**config.mk**
```make
export PLATFORM = sky130hd
export DESIGN_NAME = lc3_reg_file_flat
export DESIGN_NICKNAME = d
export VERILOG_FILES = /design/src/rtl/lc3_pkg.sv /design/src/rtl/lc3_reg_file_if.sv /design/src/rtl/lc3_cc_gen.sv /design/src/rtl/lc3_reg_file.sv /design/src/flat_wrapper.sv
export SDC_FILE = /design/constraint.sdc
export NUM_CORES = 1
export LEC_CHECK = 0
export ABC_CLOCK_PERIOD_IN_PS = 1300
export BUFFER_PORTS_ARGS = -buffer_cell sky130_fd_sc_hd__buf_2
export CAP_MARGIN = 25
export CORE_MARGIN = 2
export CORE_UTILIZATION = 25
export CTS_CLUSTER_DIAMETER = 60
export DETAILED_ROUTE_END_ITERATION = 16
export PLACE_DENSITY = 0.4
export SYNTH_ARGS = -nofsm -noshare
export SYNTH_HDL_FRONTEND = slang
export SYNTH_HIERARCHICAL = 1
export SYNTH_SLANG_ARGS = --single-unit
```
**constraint.sdc**
```tcl
create_clock -name clk -period 1.3 [get_ports clk]
set_input_delay 0 -clock clk [delete_from_list [all_inputs] [get_ports clk]]
set_output_delay 0 -clock clk [all_outputs]
set_load 0.02 [all_outputs]
```
**src/rtl/lc3_pkg.sv**
```systemverilog
// LC-3 datapath shared constants.
// SR1MUX/DRMUX encodings, special register numbers, NZP one-hot codes.
package lc3_pkg;

  localparam logic [1:0] SR1MUX_IR11_9 = 2'b00;
  localparam logic [1:0] SR1MUX_IR8_6  = 2'b01;
  localparam logic [1:0] SR1MUX_SP     = 2'b10;
  localparam logic [1:0] SR1MUX_R0     = 2'b11;

  localparam logic [1:0] DRMUX_IR11_9 = 2'b00;
  localparam logic [1:0] DRMUX_R7     = 2'b01;
  localparam logic [1:0] DRMUX_SP     = 2'b10;

  localparam logic [2:0] REG_R0 = 3'd0;
  localparam logic [2:0] REG_SP = 3'd6;
  localparam logic [2:0] REG_R7 = 3'd7;

  localparam logic [2:0] CC_N = 3'b100;
  localparam logic [2:0] CC_Z = 3'b010;
  localparam logic [2:0] CC_P = 3'b001;

endpackage

```
**src/rtl/lc3_reg_file_if.sv**
```systemverilog
// Register-file bundle: write port, CC load, SR1/SR2 select, debug read.
// master = datapath/controller side, slave = register file.
interface lc3_reg_file_if #(
  parameter int DATA_W = 16,
  parameter int AW     = 3
);
  logic              ld_reg;
  logic [AW-1:0]     dr;
  logic [DATA_W-1:0] bus;
  logic              ld_cc;
  logic [1:0]        sr1mux;
  logic [AW-1:0]     ir11to9;
  logic [AW-1:0]     ir8to6;
  logic [AW-1:0]     sr2;
  logic [DATA_W-1:0] sr1_out;
  logic [DATA_W-1:0] sr2_out;
  logic              n;
  logic              z;
  logic              p;
  logic [AW-1:0]     dbg_sel;
  logic [DATA_W-1:0] dbg_data;

  modport master (
    output ld_reg, dr, bus, ld_cc,
    output sr1mux, ir11to9, ir8to6, sr2,
    output dbg_sel,
    input  sr1_out, sr2_out,
    input  n, z, p, dbg_data
  );

  modport slave (
    input  ld_reg, dr, bus, ld_cc,
    input  sr1mux, ir11to9, ir8to6, sr2,
    input  dbg_sel,
    output sr1_out, sr2_out,
    output n, z, p, dbg_data
  );
endinterface

```
**src/rtl/lc3_cc_gen.sv**
```systemverilog
// Combinational condition-code generator: bus -> one-hot {n,z,p}.
// in: bus[DATA_W]; out: nzp[3].
module lc3_cc_gen
  import lc3_pkg::*;
#(
  parameter int DATA_W = 16
) (
  input  logic [DATA_W-1:0] bus,
  output logic [2:0]        nzp
);

  always_comb begin
    nzp = CC_P;
    unique case (1'b1)
      bus[DATA_W-1]: nzp = CC_N;
      (bus == '0):   nzp = CC_Z;
      default:       nzp = CC_P;
    endcase
  end

endmodule

```
**src/rtl/lc3_reg_file.sv**
```systemverilog
// LC-3 R0-R7 register file with SR1MUX, optional write bypass and NZP reg.
// ports: clk, rst_n (async low), rf (slave bundle: write/read/CC/debug).
module lc3_reg_file
  import lc3_pkg::*;
#(
  parameter int DATA_W   = 16,
  parameter int NUM_REGS = 8,
  parameter int BYPASS   = 1
) (
  input logic          clk,
  input logic          rst_n,
  lc3_reg_file_if.slave rf
);

  localparam int AW = $clog2(NUM_REGS);

  logic [DATA_W-1:0] regs [NUM_REGS];
  logic [2:0]        nzp_q;
  logic [2:0]        nzp_d;
  logic [AW-1:0]     sr1_addr;
  logic              hit1;
  logic              hit2;

  always_comb begin
    sr1_addr = rf.ir11to9;
    unique case (rf.sr1mux)
      SR1MUX_IR11_9: sr1_addr = rf.ir11to9;
      SR1MUX_IR8_6:  sr1_addr = rf.ir8to6;
      SR1MUX_SP:     sr1_addr = AW'(REG_SP);
      SR1MUX_R0:     sr1_addr = AW'(REG_R0);
      default:       sr1_addr = rf.ir11to9;
    endcase
  end

  // forwarding is gated on ld_reg so an idle dr/bus never leaks through
  assign hit1 = (BYPASS != 0) && rf.ld_reg
              && (sr1_addr == rf.dr);
  assign hit2 = (BYPASS != 0) && rf.ld_reg
              && (rf.sr2 == rf.dr);

  assign rf.sr1_out  = hit1 ? rf.bus
                            : regs[sr1_addr];
  assign rf.sr2_out  = hit2 ? rf.bus
                            : regs[rf.sr2];
  assign rf.dbg_data = regs[rf.dbg_sel];

  always_ff @(posedge clk or negedge rst_n) begin
    if (!rst_n) begin
      for (int i = 0; i < NUM_REGS; i++)
        regs[i] <= '0;
    end else if (rf.ld_reg) begin
      regs[rf.dr] <= rf.bus;
    end
  end

  lc3_cc_gen #(
    .DATA_W (DATA_W)
  ) u_cc_gen (
    .bus (rf.bus),
    .nzp (nzp_d)
  );

  always_ff @(posedge clk or negedge rst_n) begin
    if (!rst_n)
      nzp_q <= CC_Z;
    else if (rf.ld_cc)
      nzp_q <= nzp_d;
  end

  assign rf.n = nzp_q[2];
  assign rf.z = nzp_q[1];
  assign rf.p = nzp_q[0];

endmodule
```
**src/flat_wrapper.sv**
```systemverilog
// flat-port wrapper written by rule: the top's interface ports become plain ports
module lc3_reg_file_flat import lc3_pkg::*;
#(
  parameter int DATA_W   = 16,
  parameter int NUM_REGS = 8,
  parameter int BYPASS   = 1
)
  (clk, rst_n, rf_ld_reg, rf_dr, rf_bus, rf_ld_cc, rf_sr1mux, rf_ir11to9, rf_ir8to6, rf_sr2, rf_dbg_sel, rf_sr1_out, rf_sr2_out, rf_n, rf_z, rf_p, rf_dbg_data);
  lc3_reg_file_if #(.DATA_W(DATA_W)) rf_i ();
  input logic clk;
  input logic rst_n;
  input wire logic [$bits(rf_i.ld_reg)-1:0] rf_ld_reg;
  input wire logic [$bits(rf_i.dr)-1:0] rf_dr;
  input wire logic [$bits(rf_i.bus)-1:0] rf_bus;
  input wire logic [$bits(rf_i.ld_cc)-1:0] rf_ld_cc;
  input wire logic [$bits(rf_i.sr1mux)-1:0] rf_sr1mux;
  input wire logic [$bits(rf_i.ir11to9)-1:0] rf_ir11to9;
  input wire logic [$bits(rf_i.ir8to6)-1:0] rf_ir8to6;
  input wire logic [$bits(rf_i.sr2)-1:0] rf_sr2;
  input wire logic [$bits(rf_i.dbg_sel)-1:0] rf_dbg_sel;
  output wire logic [$bits(rf_i.sr1_out)-1:0] rf_sr1_out;
  output wire logic [$bits(rf_i.sr2_out)-1:0] rf_sr2_out;
  output wire logic [$bits(rf_i.n)-1:0] rf_n;
  output wire logic [$bits(rf_i.z)-1:0] rf_z;
  output wire logic [$bits(rf_i.p)-1:0] rf_p;
  output wire logic [$bits(rf_i.dbg_data)-1:0] rf_dbg_data;
  assign rf_i.ld_reg = rf_ld_reg;
  assign rf_i.dr = rf_dr;
  assign rf_i.bus = rf_bus;
  assign rf_i.ld_cc = rf_ld_cc;
  assign rf_i.sr1mux = rf_sr1mux;
  assign rf_i.ir11to9 = rf_ir11to9;
  assign rf_i.ir8to6 = rf_ir8to6;
  assign rf_i.sr2 = rf_sr2;
  assign rf_i.dbg_sel = rf_dbg_sel;
  assign rf_sr1_out = rf_i.sr1_out;
  assign rf_sr2_out = rf_i.sr2_out;
  assign rf_n = rf_i.n;
  assign rf_z = rf_i.z;
  assign rf_p = rf_i.p;
  assign rf_dbg_data = rf_i.dbg_data;
  lc3_reg_file #(.DATA_W(DATA_W), .NUM_REGS(NUM_REGS), .BYPASS(BYPASS)) u_core (.clk(clk), .rst_n(rst_n), .rf(rf_i));
endmodule
```
Yosys cells after proc, flatten, opt, wreduce, memory -nomap -nowiden:

Cells that the tools add are included.

* output and inout bits: 51
* register bits after elaboration: 131
* input bits: 37

* equal/unequal tests: 5
* bitwise operators: 4
* reduce and logical (&&, ||, !) cells: 5
* multiplexer cells: 16
* magnitude comparators: 5

Operator list (number)
* 16-bit binary-select mux with 3-bit select: 3
* 16-bit 2-to-1 mux: 9
* 128-bit bitwise mux: 1
* 16-bit demux with 3-bit select: 1
* 4-bit greater-or-equal comparator, second input constant: 4
* 16-bit zero test: 1
* 3-bit inverter with 4-bit output: 4
* 3-bit one-hot mux with 4 select lines: 1
* 3-bit == test: 2
* 3-bit one-hot mux with 2 select lines: 1
* 2-bit == test, second input constant: 2
* 4-bit by 1-bit less-than comparator with 1-bit output, second input constant: 1
* 1-bit logical AND: 3
* 2-bit by 1-bit == test with 1-bit output, second input constant: 1
* 2-bit zero test: 1

Logic depth before layout (Yosys ltp):

Gate-level depths: netlist (run 1).

* word-level depth: 7
* gate-level depth with buffers: 7
* depth with buffers taken out: 5

Cells and area by module:

Netlist (run 1), hierarchy kept.

By module, submodules not included
* lc3_reg_file: times used 1, area an instance 8389.3 um^2, cells each 607
* lc3_cc_gen: times used 1, area an instance 46.3 um^2, cells each 7

Worst setup path before layout (run 1):

OpenSTA, ideal clock, no wires.

* kind: input port to flip-flop
* from: in rf_dr[0]
* to: reg u_core/regs[53] (netlist name)
* slack: -0.223 ns
* cell stages on the path: 5
* arrival time: 1.395 ns
* path through: clkbuf_1 -> nand2b_1 -> nor3b_2 -> buf_2 -> mux2_1

* longest elaborated chain between the ends: 6
* elaborated cells between the ends (all ways): 7
* those cells by class: order compare (2); mux (3); bitwise (1); reduce/logical (1)

Ends and longest elaborated chain
* start, declared: RTL line flat_wrapper.sv:13 `input wire logic [$bits(rf_i.dr)-1:0] rf_dr;`
* 3-bit inverter with 4-bit output (implied by the code) *: RTL line lc3_reg_file.sv:52 `regs[rf.dr] <= rf.bus;`
* 4-bit greater-or-equal comparator (implied by the code) / 4-bit by 1-bit less-than comparator with 1-bit output (equally long branches): RTL line lc3_reg_file.sv:52
* 1-bit logical AND (implied by the code): RTL line lc3_reg_file.sv:52
* 16-bit 2-to-1 mux (implied by the code): RTL line lc3_reg_file.sv:52
* 16-bit demux with 3-bit select *: RTL line lc3_reg_file.sv:52
* 128-bit bitwise mux *: RTL line lc3_reg_file.sv:52
* end signal, assigned by index: RTL line lc3_reg_file.sv:52
* end, declared: RTL line lc3_reg_file.sv:17 `logic [DATA_W-1:0] regs [NUM_REGS];`

Every way passes the cells marked *; elsewhere a longest branch is shown, timed or not.
A chain may end at the register's enable or synchronous reset.

Worst setup path after layout (run 1):

* from: reg u_core/regs[78] (netlist name)
* to: out rf_sr2_out[14]

* longest elaborated chain between the ends: 4

Ends and longest elaborated chain
* 16-bit binary-select mux with 3-bit select: RTL line lc3_reg_file.sv:44 `: regs[rf.sr2];`
* 16-bit 2-to-1 mux (implied by the code) (2 in a row): RTL line lc3_reg_file.sv:44
* 16-bit 2-to-1 mux: RTL line lc3_reg_file.sv:43 `assign rf.sr2_out = hit2 ? rf.bus`
* end, declared: RTL line flat_wrapper.sv:22 `output wire logic [$bits(rf_i.sr2_out)-1:0] rf_sr2_out;`

Every way passes these cells. The select of a mux whose other input is x is not followed.

==> results of run 1 <==
[kinds of logic (layout without fill, tap and decap cells)]
kind of cell,after synthesis,in the layout,synth area share
AOI/OAI and AO/OA,61,61,0.0522
and+or+nand+nor,48,48,0.0346
DFF,131,131,0.389
muxes,304,304,0.485
buffers and inverters,64,238,0.0331
xor gates and xnor gates,6,6,0.00623
[placed cells by master (no fill, tap or decap), types with 2 or more instances in the layout]
master,n
nor4_1,4
o22a_1,17
nor2_1,16
nor3_4,2
or3b_1,2
mux2_2,97
dlygate4sd3_1,5
mux4_2,64
a21oi_1,7
mux2_1,33
o221ai_2,16
nor3b_4,2
o21ai_0,4
buf_12,35
bufinv_16,2
a21oi_2,13
clkbuf_16,17
clkinv_4,3
mux2i_4,4
nand3b_1,2
buf_2,43
nand2_1,6
buf_6,40
nor3_2,2
nand4_1,2
dfrtp_1,129
clkinvlp_4,4
nand4b_1,3
inv_6,4
a21o_1,2
nand2b_4,3
xnor2_2,2
mux2i_2,4
mux2_4,32
buf_4,80
clkbuf_1,2
xnor2_1,4
mux2i_1,70
[state kept, by name (all words and copies together), names as in the netlist]
register and count:
u_core/regs 128, u_core/nzp_q 3
[per-layer routing]
metal,track usage,vias up,wire (microns)
li1,-,2730,-
met1,0.249,3354,14300
met2,0.272,209,13900
met3,0.0414,26,1730
met4,0.0382,0,444
met5,0,-,0
[power groups by stage]
stage | sequential (uW) | clock [uW] | combinational [uW]
6_report | 5820 | 4840 | 6400
3_5_place_dp | 5870 | 0 | 5420
5_1_grt | 5950 | 5180 | 6810
4_1_cts | 5780 | 4970 | 6260
2_1_floorplan | 5590 | 0 | 3630
3_3_place_gp | 5810 | 0 | 5340
[worst max path at each step]
stage	endpoint	slack, ns	from	depth (start not counted)
2_1_floorplan	rf_sr2_out[10]	-0.07	rf_sr2[0]	6
3_3_place_gp	u_core/nzp_q[0]	-0.56	rf_bus[4]	5
3_5_place_dp	u_core/nzp_q[0]	-0.56	rf_bus[4]	5
4_1_cts	rf_sr2_out[11]	-0.51	u_core/regs[75]	4
5_1_grt	rf_sr2_out[10]	-0.55	u_core/regs[122]	4
6_report	rf_sr2_out[14]	-0.48	u_core/regs[78]	4
[final cells by class]
type,instances,area [sq um]
Clock buffer,19,433
Tap cell,448,561
Timing Repair Buffer,205,2060
Fill cell,3323,21600
Clock inverter,13,151
Sequential cell,131,3280
Multi-Input combinational cell,419,5240
Inverter,1,3.75
[metrics by stage]
stage          hold slack (ns)  instance area, sq um  worst slack (ns)  total power, uW  setup TNS, ns
6_report                0.0339                 11700            -0.480            17100         -19.61
2_1_floorplan           -0.296                  8600           -0.0688             9220         -0.763
3_5_place_dp           -0.0740                 10400            -0.562            11300         -11.32
5_1_grt                 0.0287                 11700            -0.554            17900         -23.09
4_1_cts                 0.0119                 11600            -0.510            17000         -20.60
3_3_place_gp           -0.0829                 10400            -0.564            11200         -11.54
[critical path, cell delays in order (launching register included)]
cell,delay (ns)
dfrtp_1,0.41
mux4_2,0.49
mux2i_2,0.22
a21oi_2,0.08
buf_4,0.16
[repair_timing]
item | 4_1_cts | 5_1_grt
endpoints found under the hold margin | 139 | 0
buffers inserted | 12 | 7
endpoints found under the setup margin | 49 | 48
gates resized for setup | 115 | 26
hold buffers | 5 | 0
gates cloned | 2 | 0
pin swaps | 23 | 19
==> metrics.yaml, run 1 <==
tightest_slew_ns: 0.578
synth_fp_nets: 651
gp_congestion: 0.756
yosys_warnings: 6
drt-wirelength-per-cell_microns: 24.6
hold_violations: 0
combPwrFrac: 0.375
period_share: 1.37
postLayoutSetupSlackWorst_ns: -0.480
yosys.area.top_type_share: 0.386
rr_startpoint: "u_core/regs[11]"
power_density_nw_per_um2: 1450
synth_cells: 614
setup_viol: 48
antenna_found_initial: 0
postLayoutCoreUtil: 0.352
diodes: 0
rows: 67
critical_path_class: "flop to output port"
skew_ns: 0
die-area_sq_um: 35200
worst-r2r-setup-slack_ns: 0.35
rsz0062_at_grt: "true"
vias_per_cell: 5.11
clock-root-buffer: "clkbuf_16"
maxCapViolCount: 0
yosysSeqAreaShare: 0.389
cts.path.max_buffers: 2
htree_num_levels: 4
synth_edf_count: 0
dp_hpwl_microns: 19400
first_pass_iters: 5
nets: 812
final_cells: 1236
dp.cells: 1180
cts_inserted_buffers: 17
fp.dieH_microns: 188
drt-initial-drc-count: 422
holdPathEnd: "u_core/regs[64]"
slew_headroom: 0.611
r2r-end: "u_core/regs[11]"
status: "finished with violations"
drive_gt1_frac: 0.604
worst-path-max-fanout: 4
drt_wl_total_microns: 30400
io_buffers: 87
cp-start-kind: "flop"
yosysUniqueCellTypes: 35
cp-end-kind: "output port"
min_delay_path_depth: 3
grt.overflow.total: 0
worstSkewPairLatency_ns: 0.42
core_sq_um: 33400
worstPathRequired_ns: 1.30
synth-seq-cells: 131
period_minus_slack_ns: 1.78
power.share.sequential: 0.341
sw_frac_of_total: 0.324
synth-async-reset-ratio: 1.00
p_clk_frac: 0.284
slew_violations: 0
grt_pass1_wl_microns: 45400
cts_tree: "yes"
ant_nets: 0
vias: 6319
cp.arrival_ns: 1.78
min_from: "rf_bus[0]"
p_leak_uw: 0.00493
yosysMostFrequentCell: "dfrtp_1"
peakVddDrop_v: 0.000761
violations: "setup timing"
grt_max_degree: 55
die_width_microns: 188
grt_usage: 0.175
cts.sinks: 131
worst_r2r_path_depth: 2
worstHoldPathType: "primary input to flop"
ys.flop_type: "dfrtp_1"
ios: 88
initial_core_util: 0.253
grt_pass1_vias: 6851
avgSynthCellArea_sq_um: 13.7
synthTopCellsByCount: "dfrtp_1, mux2_2, mux2i_1, mux4_2"
fmax_ghz: 0.562
path_clk_slew_ns: 0.06
power.switching_uw: 5530
yosysTopAreaCell: "dfrtp_1"
route.detailed.drc: 0
area_growth_pct: 39.1
synth_area_sq_um: 8440
netlist_top_cells_area: "dfrtp_1, mux4_2, mux2_2"
p_int_uw: 11500
Power figures use the tool's default switching activity.
==> run 2, diff against run 1 <==
- PLACE_DENSITY: 0.4 -> unset
==> run 2 against run 1 <==
  * The flow still finishes with violations (setup timing)
  * Critical path type is now primary input to output port
  * Critical path depth up 5
  * Cell count grew 1.8%
  * Count of clock-buffer cells in the layout is 2 higher
  * First-iteration DRC count fell by 12%
  * Combinational power up 5.0%
  * Highest routed layer is now met5
  * Largest power group unchanged
==> metrics.yaml, run 2 (same netlist as run 1, synthesis figures left out) <==
worstSkewPairLatency_ns: 0.41
groute.layer.met3.usage: 0.0264
regArea_sq_um: 3280
crit_buf_inv: 4
p_leak_uw: 0.00516
worst-path-max-fanout: 4
peakVddDrop_v: 0.000681
worstHoldPathType: "primary input to flop"
grt.busiest_layer: "met2"
nets: 835
rsz0062_at_grt: "true"
path_clk_slew_ns: 0.06
grt_max_degree: 40
power_uw: 17900
cts.sinks: 131
crit_family: "multiplexers"
fp.dieH_microns: 188
slew_violations: 0
diodes: 0
drt-initial-drc-count: 370
tns_ns: -21.19
status: "finished with violations"
crit_chain: "buf_8, mux2i_4, buf_12, nor2_4, bufbuf_16, mux2i_1, o221ai_2, mux2_4, buf_6"
grt_usage: 0.161
cp.arrival_ns: 1.83
rows: 67
clock-root-buffer: "clkbuf_16"
multi_input_area_sq_um: 5270
period_share: 1.41
ant_nets: 0
critical_path_class: "primary input to output port"
die_width_microns: 188
drive_gt1_frac: 0.619
place_area_sq_um: 10600
period_minus_slack_ns: 1.83
met1_usage: 0.211
tightest_slew_ns: 0.387
final_common_cell: "dfrtp_1"
worstPathRequired_ns: 1.30
first_pass_iters: 5
reg.largest.list: "u_core/regs x128, u_core/nzp_q x3"
die-area_sq_um: 35200
drt-wirelength-per-cell_microns: 22.4
met2_usage: 0.268
slew_headroom: 0.739
postLayoutCoreUtil: 0.366
largest_reg_flops: 128
initial_core_util: 0.253
vias_per_cell: 5.05
drt_wl_total_microns: 28200
ios: 88
skew_ns: 0
cts_tree: "yes"
antenna_found_initial: 1
design_area_sq_um: 12200
gp_congestion: 0.805
grt_pass1_vias: 6658
cp-start-kind: "primary input"
fillers: 3220
maxCapViolCount: 0
cpMaxStageDelayCell: "mux2i_1"
htree_num_levels: 4
area_growth_pct: 44.7
setup_viol: 48
route.detailed.drc: 0
io_buffers: 87
slowest_delay_ns: 0.32
layout_common_cells: "dfrtp_1, mux2_2, buf_4, mux4_2, mux2i_1"
fmax_ghz: 0.545
grt_pass1_wl_microns: 42600
vias: 6350
hold_violations: 0
cts.path.max_buffers: 2
power_density_nw_per_um2: 1460
cp-end-kind: "output port"
cts_inserted_buffers: 17
regMostFlops: "u_core/regs"
postLayoutSetupSlackWorst_ns: -0.534
dp_hpwl_microns: 18500
violations: "setup timing"
core_sq_um: 33400
grt.overflow.total: 0
-- run 2: cell types whose count changed in the layout (fill, tap and decap cells not counted), sizes merged, moves of 2 or more --
cell	before	now
buf	200	219
clkbuf	19	23
clkinvlp	4	0
inv	5	1
bufinv	2	5
clkinv	3	5
-- run 2: area by class of cell --
class,count,area share
multi-input combinational,419,0.432
sequential,131,0.269
timing repair buffer,228,0.200
tap,448,0.0459
clock buffer,21,0.0385
clock inverter,10,0.0147
inverter,1,0.000307
-- run 2: tightest hold or removal path, delay by kind of cell --
family                 cells  cell delay (ns)
buffers and inverters      2             0.26
muxes                      1             0.13
-- run 2: power breakdown --
part | leakage, uW | switching, uW | internal, uW
clock | 0.000323 | 1780 | 3530
combinational | 0.00327 | 2760 | 3960
sequential | 0.00157 | 863 | 4970
-- run 2: path summary, 6_finish.rpt --
kind | from | to | slack [ns] | depth (start not counted)
worst max-delay path | rf_sr1mux[0] | rf_sr1_out[10] | -0.53 | 9
worst min-delay path | rf_bus[9] | u_core/regs[9] | 0.01 | 3
worst max register to register | u_core/regs[9] | u_core/regs[9] | 0.27 | 3
worst min register to register | u_core/nzp_q[2] | u_core/nzp_q[2] | 0.51 | 1
max in group asynchronous | rst_n | u_core/regs[75] | 0.67 | 3
min in group asynchronous | rst_n | u_core/regs[98] | 0.05 | 2
-- run 2: per-layer routing --
metal | vias to the layer above | share of wire
li1 | 2776 | -
met1 | 3355 | 0.43
met2 | 175 | 0.50
met3 | 42 | 0.040
met4 | 2 | 0.029
met5 | - | 0.00046
-- run 2: timing repair --
item / CTS / global route
gates resized for setup: 121 / 43
gates cloned: 5 / 1
setup endpoints to repair: 48 / 49
hold buffers: 6 / 0
buffers inserted: 7 / 14
pin swaps: 24 / 17
endpoints found under the hold margin: 145 / 0
-- run 2: metrics by stage --
| stage | hold WS [ns] | std cells | setup WS, ns |
|---|---|---|---|
| floorplan | -0.296 | 614 | -0.0688 |
| global placement | -0.0454 | 1197 | -0.459 |
| detailed placement | -0.0462 | 1197 | -0.493 |
| CTS | 0.00356 | 1245 | -0.532 |
| global route | 0.0182 | 1258 | -0.585 |
| finish | 0.0104 | 1258 | -0.534 |
==> run 3, diff against run 2 <==
- CORE_UTILIZATION: 25 -> 54
- PLACE_DENSITY: unset -> 0.77
==> run 3 against run 2 <==
  * The run still ends with setup timing left
  * Die area shrank 53%
  * Final area shrank 5.8%
  * Register-to-register slack worse by 0.07 ns
  * Via count up 6.3%
  * Power fell by 0.56%
  * First-iteration DRC count up 57%
  * Clock skew unchanged
  * Routed wire length decreased by 1.7%
  * Critical path type is now flop to output port
  * Largest cell class unchanged
  * Largest power group unchanged
==> metrics.yaml, run 3 (same netlist as run 1, synthesis figures left out) <==
cpMaxStageDelayCell: "mux4_2"
final_common_cell: "dfrtp_1"
crit_family: "multiplexers"
slowest_delay_ns: 0.53
initial_core_util: 0.553
area_growth_pct: 36.3
diodes: 0
peakVddDrop_v: 0.00101
post-place-ws_ns: -0.446
ios: 88
final_cells: 994
rr_startpoint: "u_core/regs[9]"
cts.path.max_buffers: 2
fp.dieH_microns: 129
tns_ns: -20.78
cp-end-kind: "output port"
route.detailed.drc: 0
cp.arrival_ns: 1.85
worstHoldPathType: "primary input to flop"
hold_violations: 0
tightest_slew_ns: 0.448
grt_pass1_vias: 7092
core_sq_um: 15300
worstSkewPairLatency_ns: 0.42
rsz0062_at_grt: "true"
crit_cells: 3
fmax_ghz: 0.541
p_leak_uw: 0.00493
period_minus_slack_ns: 1.85
grt_pass1_wl_microns: 41800
drt-wirelength-per-cell_microns: 27.9
clock-root-buffer: "clkbuf_16"
hold_ws_ns: 0.0164
nets: 807
crit_chain: "mux4_2, mux2_4, buf_6"
maxCapViolCount: 0
dp.cells: 918
r2r-end: "u_core/regs[9]"
cts.sinks: 131
worst-r2r-setup-slack_ns: 0.20
drt_wl_total_microns: 27700
worstPathRequired_ns: 1.30
crit_start: "u_core/regs[66]"
rows: 45
crit_buf_inv: 1
gp_congestion: 0.840
power_density_nw_per_um2: 1550
reg.largest.list: "u_core/regs x128, u_core/nzp_q x3"
vias_per_cell: 6.79
worst-path-max-fanout: 4
path_clk_slew_ns: 0.06
first_pass_iters: 5
critical_path_class: "flop to output port"
vias: 6747
grt_usage: 0.346
cts_tree: "yes"
skew_ns: 0
endpoint: "rf_dbg_data[2]"
grt_max_degree: 40
violations: "setup timing"
drive_gt1_frac: 0.598
period_share: 1.42
die-area_sq_um: 16600
slew_headroom: 0.701
layout_common_cells: "dfrtp_1, mux2_2, buf_4, mux4_2, mux2i_1"
die_width_microns: 129
grt.overflow.total: 0
slew_violations: 0
antenna_found_initial: 0
status: "finished with violations"
ant_nets: 0
htree_num_levels: 4
regMostFlops: "u_core/regs"
postLayoutSetupSlackWorst_ns: -0.549
io_buffers: 87
setup_viol: 48
dp_hpwl_microns: 15600
cts_inserted_buffers: 17
worst_r2r_path_depth: 3
postLayoutCoreUtil: 0.753
drt-initial-drc-count: 581
cp-start-kind: "flop"
largest_reg_flops: 128
[run 3: cell count changes in the layout (fill, tap and decap cells not counted), moves of 3 or more]
cell,delta
o221ai_1,-8
a21oi_2,-5
mux2i_2,-3
mux2i_1,+3
clkinvlp_4,+3
clkinv_2,-3
a21oi_1,+5
buf_6,-7
dlygate4sd3_1,+6
buf_4,-17
buf_2,+3
o221ai_2,+9
buf_12,-7
[run 3: what timing repair did]
item,4_1_cts,5_1_grt
setup buffers,21,10
hold buffers,12,0
pin swaps,23,17
endpoints found under the hold margin,173,0
setup endpoints to repair,48,49
cloned,3,0
gates resized for setup,113,30
[run 3: worst min-delay path by stage]
| stage | endpoint | start | cells after the start | slack, ns |
|---|---|---|---|---|
| after floorplan | u_core/nzp_q[0] | rst_n | 0 | -0.30 |
| after global placement | u_core/regs[97] | rst_n | 1 | -0.13 |
| after detailed placement | u_core/regs[113] | rst_n | 1 | -0.13 |
| after CTS | u_core/regs[49] | rf_bus[1] | 3 | 0.0002 |
| after global routing | u_core/regs[85] | rf_bus[5] | 2 | 0.01 |
| final | u_core/regs[81] | rf_bus[1] | 3 | 0.02 |
[run 3: per-layer routing]
layer / GRT usage / wire, microns / vias up
li1: - / - / 2728
met1: 0.443 / 10400 / 3462
met2: 0.537 / 13400 / 436
met3: 0.0960 / 2700 / 121
met4: 0.189 / 1290 / 0
met5: 0 / 0 / -
[run 3: layout make-up]
cell class	instances	area (sq um)
clock buffers	20	457
clock inverters	12	204
fillers	847	3760
inverters	1	3.75
multi-input cells	419	5250
flip-flops and latches	131	3280
well taps	211	264
repair buffers	200	2040
[run 3: worst min-delay path, cell delays in order]
cell	delay, ns
buf_2	0.09
buf_4	0.16
mux2_2	0.15
[run 3: power breakdown]
group | switching, uW | internal, uW | total [uW]
Sequential | 992 | 4970 | 5960
Clock | 1850 | 3510 | 5360
Combinational | 2750 | 3700 | 6450
Total | 5590 | 12200 | 17800
[run 3: through the flow]
stage	area, sq um	total power [uW]
after detailed placement	9880	11000
after global placement	9880	10700
after CTS	11300	17300
after floorplan	8600	9220
final	11500	17800
after global routing	11500	18400
